===== config.mk =====
export PLATFORM = sky130hd
export DESIGN_NAME = pmod_led_sequencer
export DESIGN_NICKNAME = d
export VERILOG_FILES = /design/src/rtl/pmod_led_sequencer.sv
export SDC_FILE = /design/constraint.sdc
export NUM_CORES = 1
export LEC_CHECK = 0
export CORE_MARGIN = 2
export CORE_UTILIZATION = 57
export DETAILED_ROUTE_END_ITERATION = 10
export GPL_TIMING_DRIVEN = 1
export PLACE_DENSITY_LB_ADDON = 0.05
export REMOVE_ABC_BUFFERS = 1
export SLEW_MARGIN = 10
export SYNTH_ARGS = -nofsm -noshare
export SYNTH_HDL_FRONTEND = slang
export SYNTH_SLANG_ARGS = --single-unit

===== constraint.sdc =====
create_clock -name CLK -period 3.5 [get_ports CLK]
set_input_delay 0.35 -clock CLK [delete_from_list [all_inputs] [get_ports CLK]]
set_output_delay 0.35 -clock CLK [all_outputs]
set_load 0.05 [all_outputs]

===== src/rtl/pmod_led_sequencer.sv =====
// -----------------------------------------------------------------------------
// pmod_led_sequencer
//
// Purpose:
//   Reads eight raw Pmod switches, synchronises and debounces them, and drives
//   eight active-low Pmod LEDs with one of four patterns chosen by switches 8:7
//   (sw_deb[7:6]):
//     00 PASS   - LEDs mirror the debounced switches
//     01 CHASE  - single lit LED rotating left
//     10 BOUNCE - single lit LED sweeping up and down, ends not repeated
//     11 COUNT  - 8-bit binary up-counter
//   Switches 2:1 (sw_deb[1:0]) select the step rate: one step every
//   STEP_CYCLES*(speed+1) clocks.
//
// Configuration:
//   PMOD_LED_SEQUENCER_DEBOUNCE_EN - when defined, a candidate/counter
//   debouncer requiring DEBOUNCE_CYCLES stable clocks is built in. When
//   undefined, sw_deb is a plain register of the synchronised switches
//   (3-clock input-to-sw_deb latency) and DEBOUNCE_CYCLES has no effect.
//
// Parameters:
//   DEBOUNCE_CYCLES - stable cycles before a switch change is accepted (>= 2)
//   STEP_CYCLES     - base prescaler period in clocks (>= 2)
//
// Ports:
//   CLK      in   1  system clock, rising edge
//   RST_N    in   1  asynchronous active-low reset
//   SWITCHES in   8  raw asynchronous switch levels, bit 0 = switch 1
//   LEDS_N   out  8  active-low LED drive, ~pattern
//   MODE     out  2  registered sequencer state
//   STEP     out  1  registered one-cycle pulse on every pattern advance
// -----------------------------------------------------------------------------
module pmod_led_sequencer #(
    parameter int DEBOUNCE_CYCLES = 120000,
    parameter int STEP_CYCLES     = 3000000
) (
    input  logic       CLK,
    input  logic       RST_N,
    input  logic [7:0] SWITCHES,
    output logic [7:0] LEDS_N,
    output logic [1:0] MODE,
    output logic       STEP
);

    typedef enum logic [1:0] {
        ST_PASS   = 2'b00,
        ST_CHASE  = 2'b01,
        ST_BOUNCE = 2'b10,
        ST_COUNT  = 2'b11
    } state_t;

    localparam int PRE_W = $clog2(STEP_CYCLES);
    localparam logic [PRE_W-1:0] PRE_MAX = PRE_W'(STEP_CYCLES - 1);

    // Out-of-range parameters are a configuration error; this block only
    // exists for such builds so that the range is visible in the hierarchy.
    if ((DEBOUNCE_CYCLES < 2) || (STEP_CYCLES < 2)) begin : g_param_out_of_range
    end

    // -------------------------------------------------------------------------
    // Input synchroniser
    // -------------------------------------------------------------------------
    logic [7:0] sync1_r;
    logic [7:0] sync2_r;
    logic [7:0] sw_deb_r;

    // Two-flop synchroniser for the asynchronous switch levels.
    always_ff @(posedge CLK or negedge RST_N) begin
        if (!RST_N) begin
            sync1_r <= 8'h00;
            sync2_r <= 8'h00;
        end else begin
            sync1_r <= SWITCHES;
            sync2_r <= sync1_r;
        end
    end

`ifdef PMOD_LED_SEQUENCER_DEBOUNCE_EN
    // -------------------------------------------------------------------------
    // Debouncer: one shared candidate word and one stability counter. Any bit
    // moving restarts the count for the whole word, so all eight switches are
    // accepted together once the word has been stable long enough.
    // -------------------------------------------------------------------------
    localparam int CNT_W = $clog2(DEBOUNCE_CYCLES);
    localparam logic [CNT_W-1:0] CNT_MAX = CNT_W'(DEBOUNCE_CYCLES - 1);

    logic [7:0]       cand_r;
    logic [CNT_W-1:0] cnt_r;

    // Candidate/counter debouncer; the counter parks at CNT_MAX while stable.
    always_ff @(posedge CLK or negedge RST_N) begin
        if (!RST_N) begin
            cand_r   <= 8'h00;
            cnt_r    <= '0;
            sw_deb_r <= 8'h00;
        end else if (sync2_r != cand_r) begin
            cand_r <= sync2_r;
            cnt_r  <= '0;
        end else if (cnt_r == CNT_MAX) begin
            sw_deb_r <= cand_r;
        end else begin
            cnt_r <= cnt_r + CNT_W'(1'b1);
        end
    end
`else
    // Debounce disabled: one register stage after the synchroniser.
    always_ff @(posedge CLK or negedge RST_N) begin
        if (!RST_N) begin
            sw_deb_r <= 8'h00;
        end else begin
            sw_deb_r <= sync2_r;
        end
    end
`endif

    // -------------------------------------------------------------------------
    // Sequencer
    // -------------------------------------------------------------------------
    state_t           state_r;
    state_t           state_nxt_s;
    state_t           mode_req_s;
    logic [7:0]       pattern_r;
    logic [7:0]       pattern_nxt_s;
    logic [PRE_W-1:0] presc_r;
    logic [PRE_W-1:0] presc_nxt_s;
    logic [1:0]       div_r;
    logic [1:0]       div_nxt_s;
    logic [1:0]       speed_s;
    logic             dir_up_r;
    logic             dir_up_nxt_s;
    logic             step_r;
    logic             step_nxt_s;

    assign mode_req_s = state_t'(sw_deb_r[7:6]);
    assign speed_s    = sw_deb_r[1:0];

    // Next-state, entry loads, prescaler/divider and pattern advance.
    always_comb begin
        state_nxt_s   = state_r;
        pattern_nxt_s = pattern_r;
        presc_nxt_s   = presc_r;
        div_nxt_s     = div_r;
        dir_up_nxt_s  = dir_up_r;
        step_nxt_s    = 1'b0;

        if (mode_req_s != state_r) begin
            // State change: the entry load wins over any step due this cycle.
            state_nxt_s  = mode_req_s;
            presc_nxt_s  = '0;
            div_nxt_s    = 2'b00;
            dir_up_nxt_s = 1'b1;
            case (mode_req_s)
                ST_PASS:   pattern_nxt_s = sw_deb_r;
                ST_CHASE:  pattern_nxt_s = 8'h01;
                ST_BOUNCE: pattern_nxt_s = 8'h01;
                ST_COUNT:  pattern_nxt_s = 8'h00;
                default:   pattern_nxt_s = 8'h00;
            endcase
        end else if (state_r == ST_PASS) begin
            pattern_nxt_s = sw_deb_r;
            presc_nxt_s   = '0;
            div_nxt_s     = 2'b00;
        end else begin
            if (presc_r == PRE_MAX) begin
                presc_nxt_s = '0;
                // Equality test only: if speed drops below the divider it
                // simply wraps through 3 and matches on a later wrap.
                if (div_r == speed_s) begin
                    div_nxt_s  = 2'b00;
                    step_nxt_s = 1'b1;
                end else begin
                    div_nxt_s = div_r + 2'b01;
                end
            end else begin
                presc_nxt_s = presc_r + PRE_W'(1'b1);
            end

            if (step_nxt_s) begin
                case (state_r)
                    ST_CHASE: begin
                        pattern_nxt_s = {pattern_r[6:0], pattern_r[7]};
                    end
                    ST_BOUNCE: begin
                        // Turn around at the ends without repeating them.
                        if (dir_up_r) begin
                            if (pattern_r == 8'h80) begin
                                pattern_nxt_s = 8'h40;
                                dir_up_nxt_s  = 1'b0;
                            end else begin
                                pattern_nxt_s = {pattern_r[6:0], 1'b0};
                            end
                        end else begin
                            if (pattern_r == 8'h01) begin
                                pattern_nxt_s = 8'h02;
                                dir_up_nxt_s  = 1'b1;
                            end else begin
                                pattern_nxt_s = {1'b0, pattern_r[7:1]};
                            end
                        end
                    end
                    ST_COUNT: begin
                        pattern_nxt_s = pattern_r + 8'h01;
                    end
                    default: begin
                        pattern_nxt_s = pattern_r;
                    end
                endcase
            end else begin
                pattern_nxt_s = pattern_r;
            end
        end
    end

    // Sequencer state, pattern, prescaler, divider, direction and STEP pulse.
    always_ff @(posedge CLK or negedge RST_N) begin
        if (!RST_N) begin
            state_r   <= ST_PASS;
            pattern_r <= 8'h00;
            presc_r   <= '0;
            div_r     <= 2'b00;
            dir_up_r  <= 1'b1;
            step_r    <= 1'b0;
        end else begin
            state_r   <= state_nxt_s;
            pattern_r <= pattern_nxt_s;
            presc_r   <= presc_nxt_s;
            div_r     <= div_nxt_s;
            dir_up_r  <= dir_up_nxt_s;
            step_r    <= step_nxt_s;
        end
    end

    assign LEDS_N = ~pattern_r;
    assign MODE   = state_r;
    assign STEP   = step_r;

endmodule


== Word level (Yosys, flattened, before mapping) ==
Cells that the tools add are included.

* Bits in registers: 60
* Input bits: 10
* Output and inout bits: 11
* Word-level logic and storage cells: 63

* Add/subtract/negate cells: 3
* Equality and inequality tests: 12
* Mux-type cells: 28
* Bitwise operators: 1
* Reduce and logical (&&, ||, !) cells: 10

{| class="wikitable"
|+ Operators by type and width
! cell !! count
|-
| $mux 22 || 3
|-
| $pmux 8 s3 || 2
|-
| $mux 8 || 5
|-
| $add 22x1->22 const B || 1
|-
| $eq 22x22->1 const B || 1
|-
| $mux 1 || 13
|-
| $add 8x1->8 const B || 1
|-
| $eq 2x2->1 const B || 4
|-
| $eq 8x1->1 const B || 1
|-
| $eq 8x8->1 const B || 1
|-
| $mux 2 || 4
|-
| $not 8->8 || 1
|-
| $mux 7 || 1
|-
| $reduce_bool 3->1 || 2
|-
| $reduce_bool 5->1 || 1
|-
| $eq 2x1->1 const B || 2
|-
| $logic_not 2->1 || 2
|-
| $reduce_bool 2->1 || 2
|-
| $reduce_and 3->1 || 1
|-
| $add 2x1->2 const B || 1
|-
| $eq 2x2->1 || 1
|-
| $ne 2x2->1 || 1
|-
| $ne 2x2->1 const B || 1
|-
| $reduce_and 2->1 || 1
|-
| $reduce_or 2->1 || 1
|}

== Logic depth before layout (Yosys ltp) ==
* Word-level depth: 8
* Gate-level depth with buffers: 7
* Mapped depth without buffers: 6

== Least setup slack after synthesis ==
OpenSTA, ideal clock, no wires.

* Path kind: register -> register
* From: register state_r[1], in the netlist MODE[1]
* To: register pattern_r[6]
* Library setup time: 0.134 ns
* Data arrival time: 1.979 ns
* Data required time: 3.366 ns
* Slack: 1.387 ns
* Stages on the path, launching flop included: 7
* Buffers on the path: 1
* Clock period less this slack: 2.113 ns
* Cell sequence: dfrtp_1 -> buf_2 -> xor2_1 -> o32a_1 -> o21ai_0 -> a2111oi_0 -> a21oi_1

* Longest elaborated chain between the ends: 5
* Elaborated cells on any way between the ends: 12
* Those cells by class: 4 x eq/ne; 4 x mux; 4 x reduce/logical

{| class="wikitable"
|+ RTL lines
! what !! line !! source
|-
| start, declared || 119 || <nowiki>state_t state_r;</nowiki>
|-
| start signal, assigned || 224 || <nowiki>state_r <= state_nxt_s;</nowiki>
|-
| $eq 2x2->1 or $eq 2x1->1 (tied branches) || 179 || <nowiki>case (state_r)</nowiki>
|-
| $pmux 8 s3 || 179 ||
|-
| $mux 8 || 178 || <nowiki>if (step_nxt_s) begin</nowiki>
|-
| $mux 8 || 159 || <nowiki>end else if (state_r == ST_PASS) begin</nowiki>
|-
| $mux 8 || 146 || <nowiki>if (mode_req_s != state_r) begin</nowiki>
|-
| end signal, assigned || 225 || <nowiki>pattern_r <= pattern_nxt_s;</nowiki>
|-
| end, declared || 122 || <nowiki>logic [7:0] pattern_r;</nowiki>
|}

Parallel ways exist; a longest one is shown, timed or not. The select of a mux whose other input is x is not followed.
A chain may end at the register's enable or synchronous reset.

== Worst setup path in the final report ==
* From: register state_r[0], in the netlist MODE[0]
* To: register pattern_r[1]

Same word-level chain as after synthesis.

==> out/metrics.json <==
{
  "run_status": {
    "result_of_the_run": "complete, no violations"
  },
  "route": {
    "detail_route.iter0.violations": 287,
    "detail-route-antenna-nets": 0,
    "drt-total-wl_um": 5830,
    "routed-via-count": 2200,
    "drt-vias-per-instance": 5.74,
    "drc_errors": 0,
    "firstDrtPassIters": 5,
    "routedWlPerCell_um": 15.2
  },
  "placement": {
    "dp_hpwl_um": 3930,
    "count_of_buffers_from_port_buffering": 20,
    "place.gp.congestion": 0.847
  },
  "synthesis": {
    "synth_top_family_by_area": "simple AND/OR/NAND/NOR gates",
    "syn_avg_cell_area_um2": 10.2,
    "synth_top_flop_cell": "sky130_fd_sc_hd__dfrtp_1",
    "synth.largest_area_cell": "sky130_fd_sc_hd__dfrtp_1",
    "synthesis.instances": 286,
    "synth_top_cells_by_area": "sky130_fd_sc_hd__dfrtp_1 (50%), sky130_fd_sc_hd__nor2_1 (4.6%), sky130_fd_sc_hd__xnor2_1 (4.2%)",
    "synth_xor_xnor_area_share_pct": 8.09,
    "synthAdderAreaFrac_pct": 2.14,
    "synthesis.area_mm2": 0.00292,
    "synth-simple-area-share_pct": 20.5,
    "ys_async_sr_fraction_pct": 100,
    "yosys.cell_types.count": 56,
    "synth_compound_gate_area_share_pct": 12.8,
    "synth.ff_latch_count": 60,
    "yosysWarningCount": 0,
    "sequential_to_total_area_share_from_yosys_stat_pct": 51.4,
    "synth-edff-count": 0,
    "muxShareOfSynthArea_pct": 1.37,
    "top_cell_type_s_share_of_synthesized_area_pct": 50.5
  },
  "clocking": {
    "cts.repair_timing.setup_buffer_count": 0,
    "cts_made_buffers": 9,
    "max_buffers_root_to_sink": 2,
    "cts.sink_count": 60,
    "tritoncts_clock_tree": "done",
    "clk_pin_slew_worst_paths_ps": 80,
    "cts_htree_levels": 3,
    "cts.repair.resized": 0,
    "cts-hold-fix-buffers": 0,
    "clock_insertion_delay_worst_skew_ps": 330,
    "cts.root.buffer_cell": "sky130_fd_sc_hd__clkbuf_8"
  },
  "critical_path": {
    "setup.worst_path.class": "flop to flop",
    "critical_path.startpoint_type": "flop",
    "cp.buffers_inverters": 0,
    "endpoint_kind": "flop",
    "max_stage_delay_ps": 610,
    "worstPathRequired_ps": 3740,
    "worst_r2r_path_depth": 4,
    "cpLargestDelayFamily": "simple AND/OR/NAND/NOR gates",
    "cp_num_cells": 4,
    "list_of_cells_traversed_by_the_critical_path": "nand2b_1, o32ai_1, nand2_1, a32oi_1",
    "worstPathArrival_ps": 2690,
    "crit_path_max_fanout": 22,
    "slowest_stage": "sky130_fd_sc_hd__dfrtp_1"
  },
  "sta": {
    "skew_ps": 12.7,
    "period_share_pct": 69.9,
    "timing.final.max_slew_violations": 0,
    "final.min_clock_period_ps": 2450,
    "finalHoldViolations": 0,
    "tightest_slew_margin_relative_to_the_limit_pct": 48.9,
    "rsz0062_at_grt": "false",
    "setup_violations": 0,
    "tightest_slew_ps": 760,
    "finalSetupTns_ps": 0,
    "fmaxAchievable_mhz": 409
  },
  "die": {
    "die_height_um": 75.6,
    "floorplan.initialDensity_pct": 58.0,
    "ios": 21,
    "placementRows": 26,
    "fp.dieArea_mm2": 0.00572,
    "core_area_mm2": 0.00504,
    "chipWidth_um": 75.6
  },
  "cells_and_area": {
    "finalCoreUtilization_pct": 67.5,
    "n_fill_cell": 403,
    "n_antenna_cell": 0,
    "finalNetCount": 323,
    "multi_input_comb_area_mm2": 0.00131,
    "register_area_mm2": 0.00150,
    "area_delta_synth_final_pct": 16.3,
    "final_layout_size_suffix_gt1_share_pct": 10.9
  },
  "job": {
    "timing.max_cap.violations": 0
  },
  "pwr": {
    "power_density_mw_per_mm2": 498,
    "cellLeakagePower_nw": 1.38,
    "ir_drop_v": 0.000368
  },
  "global_route": {
    "grt_antenna_before_repair": 0,
    "global_route.overflow_total": 0,
    "grt_first_pass_wirelength_um": 9430,
    "grt_pass1_vias": 1893,
    "grt_start_max_net_pins": 32,
    "grtUsageTotal_pct": 22.5
  },
  "min_path": {
    "hold_path.class": "input port to asynchronous set/reset pin"
  }
}
[layout make-up]
class / instances / share of cell area [%]
multi-input combinational: 199 / 38.6
tap: 70 / 2.57
clock buffer: 9 / 3.64
inverter: 15 / 1.66
sequential: 60 / 44.2
timing repair buffer: 23 / 6.40
clock inverter: 7 / 2.94
[Yosys cell counts (2+ instances only)]
cell	number
sky130_fd_sc_hd__nor2_1	36
sky130_fd_sc_hd__and4_1	2
sky130_fd_sc_hd__buf_1	2
sky130_fd_sc_hd__o211ai_1	3
sky130_fd_sc_hd__nor2b_1	2
sky130_fd_sc_hd__o221ai_1	2
sky130_fd_sc_hd__o22ai_1	4
sky130_fd_sc_hd__o31a_1	2
sky130_fd_sc_hd__xnor2_1	14
sky130_fd_sc_hd__and2_1	2
sky130_fd_sc_hd__inv_1	15
sky130_fd_sc_hd__nand3_1	8
sky130_fd_sc_hd__a21oi_1	9
sky130_fd_sc_hd__and3_1	3
sky130_fd_sc_hd__o311ai_0	2
sky130_fd_sc_hd__nor4_4	2
sky130_fd_sc_hd__nand2b_1	3
sky130_fd_sc_hd__o21ai_0	12
sky130_fd_sc_hd__o32a_1	2
sky130_fd_sc_hd__dfrtp_1	59
sky130_fd_sc_hd__nand2_1	18
sky130_fd_sc_hd__or3_1	4
sky130_fd_sc_hd__mux2i_1	4
sky130_fd_sc_hd__buf_2	5
sky130_fd_sc_hd__nor3_1	8
sky130_fd_sc_hd__a31oi_1	6
sky130_fd_sc_hd__nand4_1	8
sky130_fd_sc_hd__clkbuf_1	5
sky130_fd_sc_hd__xor2_1	13
sky130_fd_sc_hd__ha_1	5
[worst register-to-register path: stages, from the launching register on]
cell                       delay (ps)
sky130_fd_sc_hd__dfrtp_1          610
sky130_fd_sc_hd__nand2b_1         360
sky130_fd_sc_hd__o32ai_1          460
sky130_fd_sc_hd__nand2_1          580
sky130_fd_sc_hd__a32oi_1          360
[flip-flops by register name, summed over array words and instances (netlist names)]
signal     flops
sw_deb_r       8
div_r          2
MODE           2
sync2_r        8
pattern_r      8
presc_r       22
sync1_r        8
STEP           1
dir_up_r       1
[worst paths after layout]
check                                start      endpoint  slack (ps)
worst max-delay path               MODE[0]  pattern_r[1]        1050
worst min-delay path                 RST_N   presc_r[15]          50
worst max register to register     MODE[0]  pattern_r[1]        1050
worst min register to register  sync2_r[4]   sw_deb_r[4]         350
max in group asynchronous            RST_N   sw_deb_r[0]        2610
min in group CLK                sync2_r[4]   sw_deb_r[4]         350
[metal layers]
metal	up-vias	share of wire, %	global-route usage (%)
met5	-	0	0
met4	0	0.87	7.02
met3	8	6.6	7.28
met2	92	43	30.2
met1	1039	49	34.6
li1	1061	-	-
[power by group]
group / total [mW] / internal, mW / leakage, nW / switching, mW
Combinational: 0.237 / 0.0848 / 0.518 / 0.153
Clock: 0.696 / 0.404 / 0.102 / 0.292
Sequential: 0.762 / 0.723 / 0.764 / 0.0391
[cell usage in the layout, fill, tap and decap left out, drive strengths merged, types with 4 or more instances in the layout]
| master | synthesis | final |
|---|---|---|
| dfrtp | 59 | 59 |
| nor2 | 36 | 36 |
| clkdlybuf4s50 | 0 | 19 |
| nand2 | 18 | 18 |
| inv | 15 | 16 |
| xnor2 | 14 | 14 |
| xor2 | 13 | 13 |
| o21ai | 13 | 13 |
| a21oi | 10 | 10 |
| clkbuf | 5 | 9 |
| nand3 | 9 | 9 |
| nor3 | 9 | 9 |
| nand4 | 8 | 8 |
| a31oi | 6 | 6 |
| ha | 5 | 5 |
| or3 | 4 | 4 |
| mux2i | 4 | 4 |
| o22ai | 4 | 4 |
| and3 | 4 | 4 |
| buf | 7 | 4 |
| nor4 | 4 | 4 |
[cells by family after synthesis]
| family | Yosys count |
|---|---|
| AO/OA/AOI/OAI | 54 |
| multiplexers | 4 |
| AND/OR/NAND/NOR | 109 |
| buffers and inverters | 27 |
| adder cells (fa/ha/maj) | 5 |
| XOR/XNOR | 27 |
| flip-flops | 60 |
[metrics by stage]
stage          cells  setup slack [ps]  total power [mW]  cell area [µm²]  hold WS [ps]
2_1_floorplan    274              1160             0.917             2870          54.4
3_3_place_gp     367              1130              1.01             3180           331
3_5_place_dp     367              1090              1.01             3180           335
4_1_cts          383              1060              1.71             3400          60.1
5_1_grt          383               763              1.77             3400          86.9
6_report         383              1050              1.70             3400          46.6
No activity file was read; power rests on OpenSTA's default activity.
